[config.mk]
export PLATFORM = sky130hd
export DESIGN_NAME = ex_operand_stage
export DESIGN_NICKNAME = d
export VERILOG_FILES = /design/src/rtl/ex_operand_stage.sv
export SDC_FILE = /design/constraint.sdc
export NUM_CORES = 1
export LEC_CHECK = 0
export ABC_AREA = 0
export CAP_MARGIN = 20
export CORE_MARGIN = 1
export CORE_UTILIZATION = 49
export DETAILED_ROUTE_END_ITERATION = 10
export MAX_ROUTING_LAYER = met4
export PLACE_DENSITY = 0.87
export SLEW_MARGIN = 20
export SYNTH_ARGS = -nofsm -noshare
export SYNTH_HDL_FRONTEND = slang
export SYNTH_SLANG_ARGS = --single-unit
[constraint.sdc]
create_clock -name clk_i -period 6.2 [get_ports clk_i]
set_input_delay 1.24 -clock clk_i [delete_from_list [all_inputs] [get_ports clk_i]]
set_output_delay 1.24 -clock clk_i [all_outputs]
set_load 0.05 [all_outputs]
[src/rtl/ex_operand_stage.sv]
// ID/EX operand stage: single-entry buffer feeding the ALU, with EX/MEM and MEM/WB forwarding and load-use stall.
// Latency 1 cycle; in_ready_o drops while the entry is held (consumer stalled or load-use hazard).
package riscv_pkg;
    typedef enum logic [1:0] {
        ALU_AND = 2'd0,
        ALU_OR  = 2'd1,
        ALU_ADD = 2'd2,
        ALU_SUB = 2'd3
    } alu_op_t;
endpackage

module ex_operand_stage
    import riscv_pkg::*;
#(
    parameter int XLEN = 32,
    parameter int REGW = 5
) (
    input  logic            clk_i,
    input  logic            rst_i,
    input  logic            flush_i,
    input  logic            in_valid_i,
    output logic            in_ready_o,
    input  alu_op_t         in_op_i,
    input  logic [REGW-1:0] in_rs1_i,
    input  logic [REGW-1:0] in_rs2_i,
    input  logic [XLEN-1:0] in_rs1_data_i,
    input  logic [XLEN-1:0] in_rs2_data_i,
    input  logic [XLEN-1:0] in_imm_i,
    input  logic            in_use_imm_i,
    input  logic [REGW-1:0] in_rd_i,
    input  logic            in_we_i,
    input  logic [REGW-1:0] mem_rd_i,
    input  logic            mem_we_i,
    input  logic            mem_is_load_i,
    input  logic [XLEN-1:0] mem_data_i,
    input  logic [REGW-1:0] wb_rd_i,
    input  logic            wb_we_i,
    input  logic [XLEN-1:0] wb_data_i,
    output logic            out_valid_o,
    input  logic            out_ready_i,
    output alu_op_t         op_o,
    output logic [XLEN-1:0] A_o,
    output logic [XLEN-1:0] B_o,
    output logic [REGW-1:0] rd_o,
    output logic            we_o
);

    typedef struct packed {
        alu_op_t         op;
        logic [REGW-1:0] rs1;
        logic [REGW-1:0] rs2;
        logic [XLEN-1:0] rs1_data;
        logic [XLEN-1:0] rs2_data;
        logic [XLEN-1:0] imm;
        logic            use_imm;
        logic [REGW-1:0] rd;
        logic            we;
    } entry_t;

    entry_t entry_q;
    logic   valid_q;
    logic   hazard;
    logic   capture;
    logic   drain;
    logic [XLEN-1:0] rs1_fwd;
    logic [XLEN-1:0] rs2_fwd;

    // EX/MEM has priority over MEM/WB; x0 always reads its stored (zero) value.
    function automatic logic [XLEN-1:0] fwd(
        input logic [REGW-1:0] rs,
        input logic [XLEN-1:0] stored
    );
        if (rs != '0 && mem_we_i && mem_rd_i == rs)
            return mem_data_i;
        else if (rs != '0 && wb_we_i && wb_rd_i == rs)
            return wb_data_i;
        else
            return stored;
    endfunction

    always_comb begin
        rs1_fwd = fwd(entry_q.rs1, entry_q.rs1_data);
        rs2_fwd = fwd(entry_q.rs2, entry_q.rs2_data);
    end

    // A load in EX/MEM has no data yet, so a dependent entry must wait for it to reach WB.
    always_comb begin
        hazard = valid_q && mem_we_i && mem_is_load_i && (mem_rd_i != '0) &&
                 ((mem_rd_i == entry_q.rs1) ||
                  (!entry_q.use_imm && (mem_rd_i == entry_q.rs2)));
    end

    assign out_valid_o = valid_q && !hazard;
    assign in_ready_o  = !valid_q || (out_valid_o && out_ready_i);
    assign capture     = in_valid_i && in_ready_o && !flush_i;
    assign drain       = out_valid_o && out_ready_i;

    always_ff @(posedge clk_i) begin
        if (rst_i) begin
            valid_q <= 1'b0;
            entry_q <= '{op: ALU_ADD, rs1: '0, rs2: '0, rs1_data: '0, rs2_data: '0,
                         imm: '0, use_imm: 1'b0, rd: '0, we: 1'b0};
        end else begin
            if (flush_i)
                valid_q <= 1'b0;
            else if (capture)
                valid_q <= 1'b1;
            else if (drain)
                valid_q <= 1'b0;

            if (capture) begin
                entry_q.op       <= in_op_i;
                entry_q.rs1      <= in_rs1_i;
                entry_q.rs2      <= in_rs2_i;
                entry_q.rs1_data <= in_rs1_data_i;
                entry_q.rs2_data <= in_rs2_data_i;
                entry_q.imm      <= in_imm_i;
                entry_q.use_imm  <= in_use_imm_i;
                entry_q.rd       <= in_rd_i;
                entry_q.we       <= in_we_i;
            end
        end
    end

    assign op_o = entry_q.op;
    assign A_o  = rs1_fwd;
    assign B_o  = entry_q.use_imm ? entry_q.imm : rs2_fwd;
    assign rd_o = entry_q.rd;
    assign we_o = entry_q.we;

endmodule

======== Word level (Yosys, flattened, before mapping) ========
Index checks and enable logic that the tools add are counted.
word-level totals
  output and inout bits ................... 74
  flip-flop bits (word level) ............. 116
  logic and storage cells ................. 49
  input port bits ......................... 197
cells by class
  eq/ne operators ......................... 4
  multiplexer cells ....................... 7
  reductions and logical operators ........ 28
operators by type and width
  kind                number
  32-bit 2-to-1 mux   5
  5-bit == test       4
  1-bit logical AND   17
  5-bit nonzero test  3
  1-bit zero test     4
  1-bit logical OR    2
  1-bit 2-to-1 mux    2
  2-bit nonzero test  1
  2-bit OR reduction  1

======== Logic depth before layout (Yosys ltp) ========
  word-level depth ........................ 11
  depth in mapped cells ................... 9
  gate-level depth less buffers ........... 6

======== Worst setup path after synthesis ========
Ideal clock, no wire load.
  path type ............................... input port to output port
  from .................................... in wb_rd_i[3]
  to ...................................... out B_o[10]
  stages .................................. 8
  arrival time ............................ 3.411 ns
  path buffers ............................ 2
  slack ................................... 1.549 ns
  data required time ...................... 4.960 ns
  cell sequence ........................... xor2_1 nor4_1 and4_1 clkbuf_2 buf_6 mux2_2 mux2i_1 o21ai_0
on the way
  longest elaborated chain between the ends .. 5
ends and longest elaborated chain
  item                line  source
  start: declaration  36    input logic [REGW-1:0] wb_rd_i,
  5-bit == test       75    else if (rs != '0 && wb_we_i && wb_rd_i == rs)
  1-bit logical AND   75
  32-bit 2-to-1 mux   75
  32-bit 2-to-1 mux   73    if (rs != '0 && mem_we_i && mem_rd_i == rs)
  32-bit 2-to-1 mux   127   assign B_o = entry_q.use_imm ? entry_q.imm : rs2_fwd;
  end: declaration    43    output logic [XLEN-1:0] B_o,
Every way passes these cells.

======== Final worst setup path ========
  from .................................... in wb_rd_i[2]
  to ...................................... out B_o[3]
The elaborated chain is that of the path after synthesis.

==> metrics.yaml <==
run_status:
  status: "finished clean"
synth:
  syn_avg_cell_area_um2: 9.038
  postSynth.asyncResetShare_pct: 0
  synth-seq-area-share_pct: 32.08
  synthesis.area_um2: 7239
  yosys.area.top_type: "dfxtp_1"
  syn_nets: 998
  synth_ff_type: "dfxtp_1"
  synth-edff-count: 0
  netlist_instances: 801
  yosysUniqueCellTypes: 29
  synthTopCellsByArea: "dfxtp_1, mux2i_1, nand2b_1"
  yosysWarningCount: 0
  synth_common_cells: "nand2b_1, mux2i_1, dfxtp_1"
  synth_top_cell_area_share_pct: 32.08
  yosys_register_bits: 116
  synth.most_common_cell: "nand2b_1"
finish:
  layout.nets: 1226
  fin_cells: 1226
  synthToLayoutAreaGrowth_pct: 43.76
  final_util_pct: 71.88
  drive_gt1_share_pct: 7.198
  final_cell_area_um2: 10410
  diodes: 0
route:
  ant_nets: 0
  first_iter_violations: 293
  wl_per_cell_um: 15.93
  vias: 6188
  viasPerCell: 5.047
  route.detailed.drc: 0
  wl_um: 19540
  drtPass1Iterations: 6
timing:
  max-slew-margin-rel_pct: 38.04
  maxSlewViolCount: 0
  holdWs_ns: 0.4691
  setup_violations: 0
  hold_viol_final: 0
  setup_ws_ns: 0.7304
  tns_ns: 0
  max_freq_ghz: 0.1828
  worst_pin_slew_ns: 0.9295
  period_share_pct: 88.22
  fin_skew_ns: 0.007091
  rsz0062_at_grt: "no"
  period_needed_ns: 5.470
pwr:
  ir_worst_vdd_mv: 0.1947
  power_density_nw_per_um2: 213.0
  p_leak_nw: 3.955
  power_mw: 2.216
clock_network:
  ctsHoldBuffers: 0
  htreeDepth: 4
  cts_tree: "done"
  cts_inserted_buffers: 17
  post_cts_resized: 0
  post-cts-setup-buffers: 0
  path_clk_slew_ns: 0.05
  clock_tree.root_cell: "clkbuf_16"
  clock_latency_ns: 0.40
  cts_buffer_depth: 2
  cts_sinks: 116
floorplanning:
  dieArea_um2: 15260
  rows: 44
  boundaryPins: 271
  chipHeight_um: 123.6
  fp.dieW_um: 123.6
  start_util_pct: 50.00
  coreArea_um2: 14480
setup_path:
  path_cells: "clkdlybuf4s50_1 -> xor2_1 -> nor4_1 -> and4_2 -> buf_4 -> mux2_2 -> mux2i_1 -> o21ai_0 -> clkdlybuf4s50_1"
  endpoint_kind: "primary output"
  critical_path.max_fanout: 32
  crit_buf_inv: 3
  start_kind: "input pin"
  crit_family: "buffers and inverters"
  worstSetupPathType: "input pin to primary output"
  worstPathArrival_ns: 4.23
  cp.required_ns: 4.96
  slowest_stage: "clkdlybuf4s50_1"
  cpMostUsedCell: "clkdlybuf4s50_1"
  max_stage_delay_ns: 0.85
global_routing:
  antenna_found_initial: 0
  grt_overflow: 0
  grt_max_degree: 134
  grt_usage_pct: 26.67
  grt_pass1_vias: 6214
  grt_pass1_wl_um: 30330
hold_path:
  hold_path_class: "flip-flop to flip-flop"
placement:
  port_buffers: 270
  dp_slack_ns: 0.7737
  place_inst: 1194
  place_area_um2: 9852
  hpwl_um: 13680
  gp_congestion: 0.8811
flow_run:
  cap_viol_max_count: 0
-- state kept, by name, indices dropped and copies added, names as in the netlist --
| signal | cells |
|---|---|
| we_o | 1 |
| valid_q | 1 |
| entry_q | 107 |
| op_o | 2 |
| rd_o | 5 |
-- placed cells by master, fill, tap and decap left out --
cell type,Yosys,layout
mux2_2,32,32
nor2b_1,1,1
or4_1,1,1
xnor2_1,10,10
dfxtp_2,0,1
nand2_1,66,66
nand4_1,1,1
nor4_1,2,2
o21ai_1,20,20
nand3_2,0,1
inv_1,2,2
o2111a_2,1,1
clkbuf_8,0,7
buf_12,0,2
clkdlybuf4s50_1,0,269
nand3_1,3,2
o21ai_0,45,45
and3b_2,0,1
dfxtp_1,116,115
clkinv_2,0,3
a211oi_1,2,2
mux2i_1,179,179
nor2_1,5,5
buf_4,13,7
xor2_1,10,10
nor3_1,4,4
clkbuf_16,0,17
a21boi_4,0,1
nand2b_1,228,228
clkbuf_1,32,5
nor4_4,1,1
and4_2,0,1
-- where the power goes --
part	total [mW]	leakage, nW	internal, mW	switching [mW]
sequential	0.815	0.949	0.786	0.0282
combinational	0.497	2.73	0.256	0.241
clock	0.905	0.277	0.584	0.321
total	2.22	3.95	1.63	0.591
-- per-layer routing --
layer,track usage [%],wire length [um],vias to the layer above,share of wire [%]
li1,-,-,3125,-
met1,30.96,8600,2826,44
met2,44.34,9255,210,47
met3,7.242,1368,27,7.0
met4,8.961,310,0,1.6
met5,-,0,-,0
-- logic make-up after synthesis --
| logic type | Yosys count | share of synthesized area, % |
|---|---|---|
| muxes | 211 | 29.73 |
| buffers and inverters | 71 | 5.945 |
| and+or+nand+nor | 314 | 24.85 |
| AOI/OAI and AO/OA | 69 | 4.978 |
| xor gates and xnor gates | 20 | 2.420 |
| DFF | 116 | 32.08 |
-- path summary, 6_finish.rpt --
check	depth (start not counted)	endpoint	slack (ns)	from
setup / recovery	9	B_o[3]	0.73	wb_rd_i[2]
hold / removal	2	entry_q[70]	0.47	entry_q[70]
setup reg to reg	5	entry_q[88]	3.55	entry_q[6]
hold reg to reg	2	entry_q[70]	0.47	entry_q[70]
-- final cells by class --
cell class	count	area, um^2
multi-input cells	614	4506
well taps	184	230.2
inverters	2	7.507
repair buffers	278	2785
fillers	1150	4071
clock inverters	3	15.01
clock buffers	29	540.5
flip-flops and latches	116	2323
-- worst reg2reg max path: cells and delay by family, from the launching register on --
family | cells | cell delay, ns
buf+inv | 1 | 0.58
flops | 1 | 0.64
simple gates | 1 | 0.14
compound gates | 2 | 0.76
mux | 1 | 0.45
Note: power is estimated with default switching activity, not from simulation.
